===== src/rtl/scan_sequencer_if.sv =====
// Handshake bundle between the scan sequencer and the generator, executor and colour sensor.
interface scan_sequencer_if;
  logic       send_setup_moves;
  logic [5:0] counter;
  logic       new_moves;
  logic       exec_start;
  logic       exec_done;
  logic       observe_req;
  logic       observe_ack;

  modport master (
    output send_setup_moves, counter, exec_start, observe_req,
    input  new_moves, exec_done, observe_ack
  );

  modport slave (
    input  send_setup_moves, counter, exec_start, observe_req,
    output new_moves, exec_done, observe_ack
  );
endinterface


===== src/rtl/scan_sequencer.sv =====
// Cube colour-scan controller: request batch, execute, settle, observe, advance; final step restores the cube.
module scan_sequencer #(
  parameter int LAST_STEP     = 48,
  parameter int SETTLE_CYCLES = 50000,
  parameter int GEN_TIMEOUT   = 16
) (
  input  logic              clock,
  input  logic              reset,
  input  logic              start,
  input  logic              abort,
  scan_sequencer_if.master  bus,
  output logic              busy,
  output logic              scan_done,
  output logic              error
);

  localparam int SW = (SETTLE_CYCLES > 1) ? $clog2(SETTLE_CYCLES) : 1;
  localparam int TW = $clog2(GEN_TIMEOUT + 1);
  localparam logic [5:0]    LAST        = 6'(LAST_STEP);
  localparam logic [SW-1:0] SETTLE_INIT = SW'(SETTLE_CYCLES - 1);
  localparam logic [TW-1:0] TMO_LAST    = TW'(GEN_TIMEOUT - 1);

  typedef enum logic [2:0] {
    IDLE, REQ, WAIT_GEN, WAIT_EXEC, SETTLE, OBSERVE, ADVANCE, DONE
  } state_t;

  state_t        state_q, state_d;
  logic [5:0]    counter_q, counter_d;
  logic [SW-1:0] settle_cnt_q, settle_cnt_d;
  logic [TW-1:0] timeout_cnt_q, timeout_cnt_d;
  logic          error_q, error_d;
  logic          send_q, send_d;
  logic          exec_start_q, exec_start_d;
  logic          observe_q, observe_d;
  logic          busy_q, busy_d;
  logic          done_q, done_d;

  always_ff @(posedge clock or posedge reset) begin
    if (reset) begin
      state_q       <= IDLE;
      counter_q     <= '0;
      settle_cnt_q  <= '0;
      timeout_cnt_q <= '0;
      error_q       <= 1'b0;
      send_q        <= 1'b0;
      exec_start_q  <= 1'b0;
      observe_q     <= 1'b0;
      busy_q        <= 1'b0;
      done_q        <= 1'b0;
    end else begin
      state_q       <= state_d;
      counter_q     <= counter_d;
      settle_cnt_q  <= settle_cnt_d;
      timeout_cnt_q <= timeout_cnt_d;
      error_q       <= error_d;
      send_q        <= send_d;
      exec_start_q  <= exec_start_d;
      observe_q     <= observe_d;
      busy_q        <= busy_d;
      done_q        <= done_d;
    end
  end

  always_comb begin
    state_d       = state_q;
    counter_d     = counter_q;
    settle_cnt_d  = settle_cnt_q;
    timeout_cnt_d = timeout_cnt_q;
    error_d       = error_q;
    case (state_q)
      IDLE: if (start) begin
        counter_d = '0;
        error_d   = 1'b0;
        state_d   = REQ;
      end
      REQ: begin
        timeout_cnt_d = '0;
        state_d       = WAIT_GEN;
      end
      WAIT_GEN: begin
        if (bus.new_moves) begin
          state_d = WAIT_EXEC;
        end else begin
          timeout_cnt_d = timeout_cnt_q + TW'(1);
          if (timeout_cnt_q == TMO_LAST) begin
            error_d = 1'b1;
            state_d = IDLE;
          end
        end
      end
      WAIT_EXEC: if (bus.exec_done) begin
        if (counter_q == LAST) begin
          state_d = DONE;
        end else begin
          settle_cnt_d = SETTLE_INIT;
          state_d      = SETTLE;
        end
      end
      SETTLE: begin
        if (settle_cnt_q == '0) state_d = OBSERVE;
        else                    settle_cnt_d = settle_cnt_q - SW'(1);
      end
      OBSERVE: if (bus.observe_ack) state_d = ADVANCE;
      ADVANCE: begin
        counter_d = (counter_q == LAST) ? counter_q : counter_q + 6'd1;
        state_d   = REQ;
      end
      DONE:    state_d = IDLE;
      default: state_d = IDLE;
    endcase
    // Abort overrides everything; step index and error flag are preserved.
    if (abort) begin
      state_d   = IDLE;
      counter_d = counter_q;
      error_d   = error_q;
    end
    // Outputs are registered off the upcoming state so they change on the transition edge.
    send_d       = (state_q == REQ)      && (state_d == WAIT_GEN);
    exec_start_d = (state_q == WAIT_GEN) && (state_d == WAIT_EXEC);
    observe_d    = (state_d == OBSERVE);
    busy_d       = (state_d != IDLE);
    done_d       = (state_d == DONE);
  end

  assign bus.send_setup_moves = send_q;
  assign bus.counter          = counter_q;
  assign bus.exec_start       = exec_start_q;
  assign bus.observe_req      = observe_q;
  assign busy                 = busy_q;
  assign scan_done            = done_q;
  assign error                = error_q;

endmodule


===== src/flat_wrapper.sv =====
// flat-port wrapper written by rule: the top's interface ports become plain ports
module scan_sequencer_flat 
#(
  parameter int LAST_STEP     = 48,
  parameter int SETTLE_CYCLES = 50000,
  parameter int GEN_TIMEOUT   = 16
)
  (clock, reset, start, abort, busy, scan_done, error, bus_send_setup_moves, bus_counter, bus_exec_start, bus_observe_req, bus_new_moves, bus_exec_done, bus_observe_ack);
  scan_sequencer_if bus_i ();
  input  logic clock;
  input  logic reset;
  input  logic start;
  input  logic abort;
  output logic busy;
  output logic scan_done;
  output logic error;
  output wire logic [$bits(bus_i.send_setup_moves)-1:0] bus_send_setup_moves;
  output wire logic [$bits(bus_i.counter)-1:0] bus_counter;
  output wire logic [$bits(bus_i.exec_start)-1:0] bus_exec_start;
  output wire logic [$bits(bus_i.observe_req)-1:0] bus_observe_req;
  input wire logic [$bits(bus_i.new_moves)-1:0] bus_new_moves;
  input wire logic [$bits(bus_i.exec_done)-1:0] bus_exec_done;
  input wire logic [$bits(bus_i.observe_ack)-1:0] bus_observe_ack;
  assign bus_send_setup_moves = bus_i.send_setup_moves;
  assign bus_counter = bus_i.counter;
  assign bus_exec_start = bus_i.exec_start;
  assign bus_observe_req = bus_i.observe_req;
  assign bus_i.new_moves = bus_new_moves;
  assign bus_i.exec_done = bus_exec_done;
  assign bus_i.observe_ack = bus_observe_ack;
  scan_sequencer #(.LAST_STEP(LAST_STEP), .SETTLE_CYCLES(SETTLE_CYCLES), .GEN_TIMEOUT(GEN_TIMEOUT)) u_core (.clock(clock), .reset(reset), .start(start), .abort(abort), .bus(bus_i), .busy(busy), .scan_done(scan_done), .error(error));
endmodule

===== config.mk =====
export PLATFORM = sky130hd
export DESIGN_NAME = scan_sequencer_flat
export DESIGN_NICKNAME = d
export VERILOG_FILES = /design/src/rtl/scan_sequencer_if.sv /design/src/rtl/scan_sequencer.sv /design/src/flat_wrapper.sv
export SDC_FILE = /design/constraint.sdc
export NUM_CORES = 1
export LEC_CHECK = 0
export BUFFER_PORTS_ARGS = -buffer_cell sky130_fd_sc_hd__buf_4
export CAP_MARGIN = 5
export CORE_MARGIN = 1.5
export CORE_UTILIZATION = 40
export DETAILED_ROUTE_END_ITERATION = 16
export SYNTH_ARGS = -nofsm -noshare
export SYNTH_HDL_FRONTEND = slang
export SYNTH_SLANG_ARGS = --single-unit
export TNS_END_PERCENT = 1

===== constraint.sdc =====
create_clock -name clock -period 2.6 [get_ports clock]
set_clock_uncertainty 0.1 [all_clocks]
set_input_delay 0.39 -clock clock [delete_from_list [all_inputs] [get_ports clock]]
set_output_delay 0.39 -clock clock [all_outputs]
set_load 0.005 [all_outputs]

Word-level counts from Yosys, hierarchy flattened --
Index checks and enable logic that the tools add are counted.
Cells by class: add/sub/neg operators 3, multipliers 0, divide/modulo/power cells 0, $lt $le $gt $ge 0, equality and inequality tests 20, shift-type cells 0, muxes and demuxes 22, bitwise gates (word level) 1, reduce and logical (&&, ||, !) cells 13
Operators with widths (number):
- 16-bit two-way mux | 3
- 16-bit case mux with 2 select lines | 1
- 3-bit case mux with 8 select lines | 1
- 3-bit two-way mux | 7
- 3-bit equality test (second input constant) | 6
- 16-bit zero test | 1
- 16-bit by 1-bit subtractor with 16-bit output (second input constant) | 1
- 3-bit by 2-bit equality test with 1-bit output (second input constant) | 4
- 6-bit two-way mux | 2
- 2-bit != test (second input constant) | 6
- 6-bit case mux with 2 select lines | 1
- 5-bit case mux with 2 select lines | 1
- 4-bit AND reduction | 2
- 2-bit nonzero test | 4
- 6-bit by 1-bit adder with 6-bit output (second input constant) | 1
- 6-bit equality test (second input constant) | 1
- 5-bit by 1-bit adder with 5-bit output (second input constant) | 1
- 5-bit by 4-bit equality test with 1-bit output (second input constant) | 1
- 5-bit two-way mux | 1
- 5-bit AND reduction | 1
- 3-bit by 1-bit equality test with 1-bit output (second input constant) | 1
- 3-bit zero test | 1
- 1-bit two-way mux | 3
- 3-bit nonzero test | 1
- other kinds (6) | 7
Storage, ports and cells: register bits 36, bits in latches 0, RAM bits 0, memory bits (read-only) 0, input port bits 7, output and inout bits 12, word-level logic and storage cells 69, memories kept 0

Longest topological paths before layout --
Gate-level depths: netlist of the first run.
depth after elaboration 7, gate-level depth with buffers 8, gate-level depth less buffers 8

Worst setup path before layout of the first run --
OpenSTA, ideal clock, no wires.
path type register to register, start register u_core.counter_q[2] (netlist: u_core.bus.counter[2]), end register u_core.counter_q[0] (netlist: u_core.bus.counter[0]), setup time 125 ps, arrival 1650 ps, required time 2375 ps, path slack 725 ps, cell stages (with the launch flop) 6, buffers on the path 0, period minus slack after synthesis 1875 ps, path through dfrtp_1 -> or3b_1 -> o211ai_1 -> nand2_1 -> nand2_1 -> mux2_2
On the way: word-level cells in the longest chain between the ends 3
RTL lines:
- start: declaration | RTL line scan_sequencer.sv:28 | logic [5:0] counter_q, counter_d;
- start signal: assignment | RTL line scan_sequencer.sv:52 | counter_q <= counter_d;
- 6-bit equality test | RTL line scan_sequencer.sv:105 | counter_d = (counter_q == LAST) ? counter_q : counter_q + 6'd1;
- 2-bit != test (no source line)
- 4-bit AND reduction (no source line)
No other way between the ends. A chain may end at the register's enable or synchronous reset.

Worst setup path in the final report of the first run --
start register u_core.settle_cnt_q[0], end register u_core.done_q (netlist: u_core.scan_done)
On the way: word-level cells in the longest chain between the ends 5
RTL lines:
- start: declaration | RTL line scan_sequencer.sv:29 | logic [SW-1:0] settle_cnt_q, settle_cnt_d;
- start signal: assignment | RTL line scan_sequencer.sv:53 | settle_cnt_q <= settle_cnt_d;
- 16-bit zero test | RTL line scan_sequencer.sv:100 | if (settle_cnt_q == '0) state_d = OBSERVE;
- 3-bit two-way mux | RTL line scan_sequencer.sv:100
- 3-bit case mux with 8 select lines | RTL line scan_sequencer.sv:70 | case (state_q)
- 3-bit two-way mux | RTL line scan_sequencer.sv:112 | if (abort) begin
- 3-bit equality test | RTL line scan_sequencer.sv:122 | done_d = (state_d == DONE);
- named net u_core.done_d | RTL line scan_sequencer.sv:36 | logic done_q, done_d;
- end signal: assignment | RTL line scan_sequencer.sv:60 | done_q <= done_d;
- end: declaration | RTL line scan_sequencer.sv:36
The timed path passes the listed nets, and every way through them passes these cells.

==> impl_metrics.env, run 1 <==
export IMPL_routedWlPerCell_um=13.0
export IMPL_setup_viol=0
export IMPL_cp_depth=7
export IMPL_async_flop_share=1.00
export IMPL_synth_fp_nets=228
export IMPL_hold_viol_final=0
export IMPL_synthCells=216
export IMPL_die_w_um=73.9
export IMPL_rr_startpoint="u_core.settle_cnt_q[0]"
export IMPL_grt_pass1_wl_um=7000
export IMPL_stdcell_area_um2=2290
export IMPL_syn_avg_cell_area_um2=9.31
export IMPL_ir_drop_mv=0.273
export IMPL_area_growth_pct=13.9
export IMPL_mostFrequentLayoutCell="dfrtp_1"
export IMPL_maxSlewHeadroom=0.599
export IMPL_die_y_um=73.9
export IMPL_synth_mux_area_frac=0.0255
export IMPL_synth_ff_type="dfrtp_1"
export IMPL_place_hpwl_um=2770
export IMPL_drc=0
export IMPL_r2r_end="u_core.scan_done"
export IMPL_r2r_cells=7
export IMPL_grt_ovfl_total=0
export IMPL_yosysUniqueCellTypes=45
export IMPL_critPathKind="flop to flop"
export IMPL_track_usage=0.165
export IMPL_root_buffer="clkbuf_8"
export IMPL_fmax_mhz=476
export IMPL_crit_required_ns=2.64
export IMPL_initial_core_util=0.420
export IMPL_place_gp_congestion=0.767
export IMPL_dr_total_vias=1574
export IMPL_synth_top_area_share=0.448
export IMPL_dp_cells=296
export IMPL_min_period_ns=2.10
export IMPL_path_buf_inv=1
export IMPL_totalWireLength_um=3950
export IMPL_cts_tree="yes"
export IMPL_reg2reg_slack_ns=0.50
export IMPL_startpoint_type="flop"
export IMPL_first_global_vias=1498
export IMPL_hold_path_class="input port to async pin"
export IMPL_post_cts_resized=0
export IMPL_setup_slack_ns=0.498
export IMPL_status="completed"
export IMPL_post_dp_cell_area_um2=2200
export IMPL_critPathArrivalTime_ns=2.14
export IMPL_tightest_slew_ns=0.596
export IMPL_yosysWarnings=0
export IMPL_numPortBuffers=18
export IMPL_p_per_area_nw_per_um2=456
export IMPL_n_antenna_cell=0
export IMPL_postCtsHoldBufs=0
export IMPL_path_cells="inv_1 > ha_1 > nor2b_1 > nand4_2 > nor2_1 > o41ai_2 > nor3_1"
export IMPL_drtAntennaViolNets=0
export IMPL_synthXorXnorAreaFrac=0.0523
export IMPL_drive_gt1_frac=0.169
export IMPL_endpoint_kind="flop"
export IMPL_core_um2=4790
export IMPL_fp_row_count=25
export IMPL_tns_ns=0
export IMPL_synth_edf_count=0
export IMPL_fill_cells=475
export IMPL_io_pins=19
export IMPL_clock_sinks=36
export IMPL_synth_area_leaders="dfrtp_1, nor2_1, nand2_1"
export IMPL_whs_ns=0.115
export IMPL_grt_max_degree=37
export IMPL_htreeDepth=2
export IMPL_cpMaxStageDelayCell="o41ai_2"
export IMPL_p_leak_nw=0.984
export IMPL_die_area_um2=5460
export IMPL_final_nets=248
export IMPL_via_per_inst=5.18
export IMPL_numCtsBuffers=5
export IMPL_slew_viol_final=0
export IMPL_synth_simple_gate_area_frac=0.259
export IMPL_clkTransAtPathRegs_ns=0.07
export IMPL_synth_seq_cells=36
export IMPL_critPathTopFamily="compound AO/OA/AOI/OAI gates"
export IMPL_clk_path_buf_depth=2
export IMPL_drv_cap=0
export IMPL_rsz0062_at_grt="false"
export IMPL_synth_top_family_by_area="simple AND/OR/NAND/NOR gates"
export IMPL_synthAdderAreaFrac=0.0311
export IMPL_cpPeakStageDelay_ns=0.62
export IMPL_period_share=0.808
export IMPL_layout_common_cells="dfrtp_1, nor2_1, buf_4"
export IMPL_insertion_delay_ns=0.28
export IMPL_synth_largest_area_cell="dfrtp_1"
export IMPL_instances_no_fill=304
export IMPL_drt_iter0_markers=95
export IMPL_synth_seq_area_share=0.448
export IMPL_syn_cell_area_um2=2010
export IMPL_dr_pass1_iters=4
export IMPL_worst_path_max_fanout=7
export IMPL_antenna_found_initial=0
export IMPL_post_cts_buffers=0
export IMPL_pre_cts_slack_ns=0.501
export IMPL_synth_compound_area_frac=0.129
==> flip-flops by register name, summed over array words and instances, names as in the netlist <==
signal and flops:
u_core.bus.counter 6, u_core.bus.exec_start 1, u_core.bus.observe_req 1, u_core.bus.send_setup_moves 1
u_core.busy 1, u_core.error 1, u_core.scan_done 1, u_core.settle_cnt_q 16
u_core.state_q 3, u_core.timeout_cnt_q 5
==> cell type report <==
type	count	area, µm²	area share
clock buffer	8	90.1	0.0393
multi-input combinational	157	998	0.436
tap	67	83.8	0.0366
timing repair buffer	22	165	0.0721
inverter	14	52.6	0.0229
sequential	36	901	0.393
==> routing by layer <==
layer	vias up	track usage	share of wire
met5	-	0	0
met1	742	0.242	0.51
li1	795	-	-
met4	0	0.0494	0.012
met3	5	0.0412	0.042
met2	32	0.239	0.44
==> how the worst max path moves through the flow <==
stage | start | endpoint | slack, ns
finish | u_core.settle_cnt_q[0] | u_core.scan_done | 0.50
global route | u_core.state_q[2] | u_core.scan_done | 0.33
CTS | u_core.settle_cnt_q[0] | u_core.scan_done | 0.49
detailed placement | u_core.settle_cnt_q[0] | u_core.scan_done | 0.50
global placement | u_core.state_q[1] | u_core.busy | 0.52
floorplan | u_core.bus.counter[2] | u_core.bus.counter[0] | 0.73
==> worst reg2reg max path, delay by kind of cell, from the launching register on <==
family	cells	cell delay, ns
flip-flops	1	0.40
AND/OR/NAND/NOR	4	0.56
buffers and inverters	1	0.06
adder cells (fa/ha/maj)	1	0.21
AO/OA/AOI/OAI	1	0.62
==> synth_stat cells, types with 3 or more instances <==
library cell	instances
and3_1	6
nor3_1	11
xor2_1	7
mux2i_1	4
ha_1	5
nand3_1	6
o211ai_1	4
nand2_1	19
nand4_1	6
clkbuf_1	4
nor2_1	25
o21ai_0	13
dfrtp_1	36
nand4b_1	3
a21oi_1	13
xnor2_1	5
inv_1	13
buf_6	3
==> kinds of logic (layout without fill, tap and decap cells) <==
logic type / Yosys count / after routing
fa+ha+maj: 5 / 5
mux: 5 / 5
simple gates: 94 / 94
compound gates: 41 / 41
xor+xnor: 12 / 12
flops: 36 / 36
buf+inv: 23 / 44
==> through the flow <==
| stage | power, W | util |
|---|---|---|
| 2_1_floorplan | 0.000626 | - |
| 3_3_place_gp | 0.000651 | 0.460 |
| 3_5_place_dp | 0.000652 | 0.460 |
| 4_1_cts | 0.00106 | 0.479 |
| 5_1_grt | 0.00110 | 0.479 |
| 6_report | 0.00104 | 0.479 |
==> where the power goes <==
group | total [W] | internal (W) | switching [W]
sequential | 0.000583 | 0.000572 | 0.0000118
clock | 0.000405 | 0.000216 | 0.000189
combinational | 0.0000566 | 0.0000219 | 0.0000346
Power figures use the tool's default switching activity.
==> run 2: changes to the inputs <==
Clock period 2.6 ns to 1.7 ns, I/O delays scaled along.
==> run 2 against run 1 <==
  * The run now ends with negative setup slack left
  * Sequential share of layout area shrank 7.7 points
  * Combinational power grew 140%
  * Non-clock buffer count grew 58
  * First-iteration DRC count shrank 38%
  * Flip-flop and latch count is the same
==> impl_metrics.env, run 2 (same netlist as run 1, synthesis figures left out) <==
export IMPL_via_per_inst=4.99
export IMPL_critPathKind="flop to flop"
export IMPL_drv_cap=0
export IMPL_stdcell_area_um2=2860
export IMPL_dr_total_vias=1806
export IMPL_hold_viol_final=0
export IMPL_rsz0062_at_grt="true"
export IMPL_fp_row_count=25
export IMPL_htreeDepth=2
export IMPL_fin_util=0.598
export IMPL_io_pins=19
export IMPL_clk_path_buf_depth=2
export IMPL_grt_pass1_wl_um=7850
export IMPL_startpoint_type="flop"
export IMPL_tightest_slew_ns=0.462
export IMPL_final_nets=306
export IMPL_layout_common_cells="buf_4, dfrtp_1, nor2_1"
export IMPL_ir_drop_mv=0.470
export IMPL_path_cells="buf_4 > inv_1 > buf_4 > o211ai_1 > o31ai_4 > o21ai_4 > inv_2 > and3_1"
export IMPL_drc=0
export IMPL_drive_gt1_frac=0.397
export IMPL_first_global_vias=1785
export IMPL_crit_top_cell="buf_4"
export IMPL_cpPeakStageDelay_ns=0.40
export IMPL_die_y_um=73.9
export IMPL_top_register="u_core.settle_cnt_q"
export IMPL_cts_tree="yes"
export IMPL_drt_iter0_markers=59
export IMPL_clkTransAtPathRegs_ns=0.07
export IMPL_path_buf_inv=4
export IMPL_grt_max_degree=37
export IMPL_routedWlPerCell_um=12.7
export IMPL_numPortBuffers=18
export IMPL_totalWireLength_um=4580
export IMPL_critPathTopFamily="compound AO/OA/AOI/OAI gates"
export IMPL_die_area_um2=5460
export IMPL_slew_viol_final=0
export IMPL_min_path_cells=4
export IMPL_combinationalPowerShare=0.083
export IMPL_place_hpwl_um=3290
export IMPL_p_leak_nw=1.31
export IMPL_seqPwrFrac=0.535
export IMPL_swShare=0.240
export IMPL_grt_ovfl_total=0
export IMPL_maxSlewHeadroom=0.692
export IMPL_status="finished with violations"
export IMPL_r2r_end="u_core.bus.send_setup_moves"
export IMPL_area_growth_pct=42.3
export IMPL_track_usage=0.189
export IMPL_crit_end="u_core.bus.send_setup_moves"
export IMPL_fill_cells=432
export IMPL_endpoint_kind="flop"
export IMPL_clock_sinks=36
export IMPL_period_share=1.05
export IMPL_drtAntennaViolNets=0
export IMPL_hold_path_class="input port to flop"
export IMPL_insertion_delay_ns=0.29
export IMPL_largest_reg_flops=16
export IMPL_critPathLaunch="u_core.state_q[2]"
export IMPL_numCtsBuffers=5
export IMPL_violations="negative setup slack"
export IMPL_p_sw_w=0.000397
export IMPL_whs_ns=0.206
export IMPL_worst_path_max_fanout=4
export IMPL_fmax_mhz=558
export IMPL_core_um2=4790
export IMPL_antenna_found_initial=0
export IMPL_n_antenna_cell=0
export IMPL_die_w_um=73.9
export IMPL_p_clk_frac=0.382
export IMPL_mostFrequentLayoutCell="buf_4"
export IMPL_reg2reg_slack_ns=-0.09
export IMPL_rr_startpoint="u_core.state_q[2]"
export IMPL_p_total_w=0.00166
export IMPL_initial_core_util=0.420
export IMPL_multiInputGateArea_um2=1100
export IMPL_cpMaxStageDelayCell="dfrtp_1"
export IMPL_cp_depth=8
export IMPL_seqCellArea_um2=903
export IMPL_critPathArrivalTime_ns=1.88
export IMPL_setup_slack_ns=-0.0911
export IMPL_min_period_ns=1.79
export IMPL_p_int_w=0.00126
export IMPL_post_dp_cell_area_um2=2620
export IMPL_tns_ns=-0.605
export IMPL_dr_pass1_iters=4
export IMPL_crit_required_ns=1.79
export IMPL_root_buffer="clkbuf_8"
export IMPL_setup_viol=15
export IMPL_p_per_area_nw_per_um2=580
export IMPL_r2r_cells=8
export IMPL_place_gp_congestion=0.834
-- run 2: metal layers --
metal,global-route usage,part of all wire,vias up
met5,0,0,-
met4,0.0988,0.024,0
met3,0.0412,0.032,9
met2,0.313,0.47,22
met1,0.231,0.47,862
li1,-,-,913
-- run 2: power by group through the flow --
stage                     Sequential [W]  Combinational, W  Clock, W
final                           0.000887          0.000138  0.000634
after global placement          0.000901          0.000127         0
after floorplan                 0.000904         0.0000546         0
after detailed placement        0.000902          0.000128         0
after CTS                       0.000886          0.000138  0.000661
after global routing            0.000888          0.000155  0.000693
-- run 2: worst min path at each step --
stage	start	to	slack, ns
after detailed placement	reset	u_core.settle_cnt_q[3]	0.30
after global placement	reset	u_core.settle_cnt_q[3]	0.29
after CTS	bus_new_moves	u_core.error	0.20
after floorplan	reset	u_core.bus.counter[0]	0.32
final	bus_new_moves	u_core.error	0.21
after global routing	abort	u_core.bus.exec_start	0.22
-- run 2: final cells by class --
| type | instances | area share |
|---|---|---|
| inverter | 14 | 0.0184 |
| clock buffer | 6 | 0.0289 |
| timing repair buffer | 80 | 0.218 |
| clock inverter | 2 | 0.00350 |
| sequential | 36 | 0.316 |
| tap | 67 | 0.0293 |
| multi-input combinational | 157 | 0.386 |
-- run 2: what timing repair did --
action / in CTS / in global routing
hold endpoints to repair: 36 / 0
gates resized for setup: 11 / 15
setup endpoints to repair: 29 / 29
setup buffers: 1 / 1
hold buffers: 1 / 0
pin swaps: 13 / 10
-- run 2: worst min-delay path, stage by stage --
cell     delay [ns]
buf_4          0.12
nor2_1         0.05
nand3_1        0.06
o21ai_0        0.07
-- run 2: through the flow --
stage | cells | setup WS (ns)
6_report | 362 | -0.0911
5_1_grt | 362 | -0.218
4_1_cts | 361 | -0.0984
3_5_place_dp | 351 | -0.178
3_3_place_gp | 351 | -0.128
2_1_floorplan | 216 | -0.143
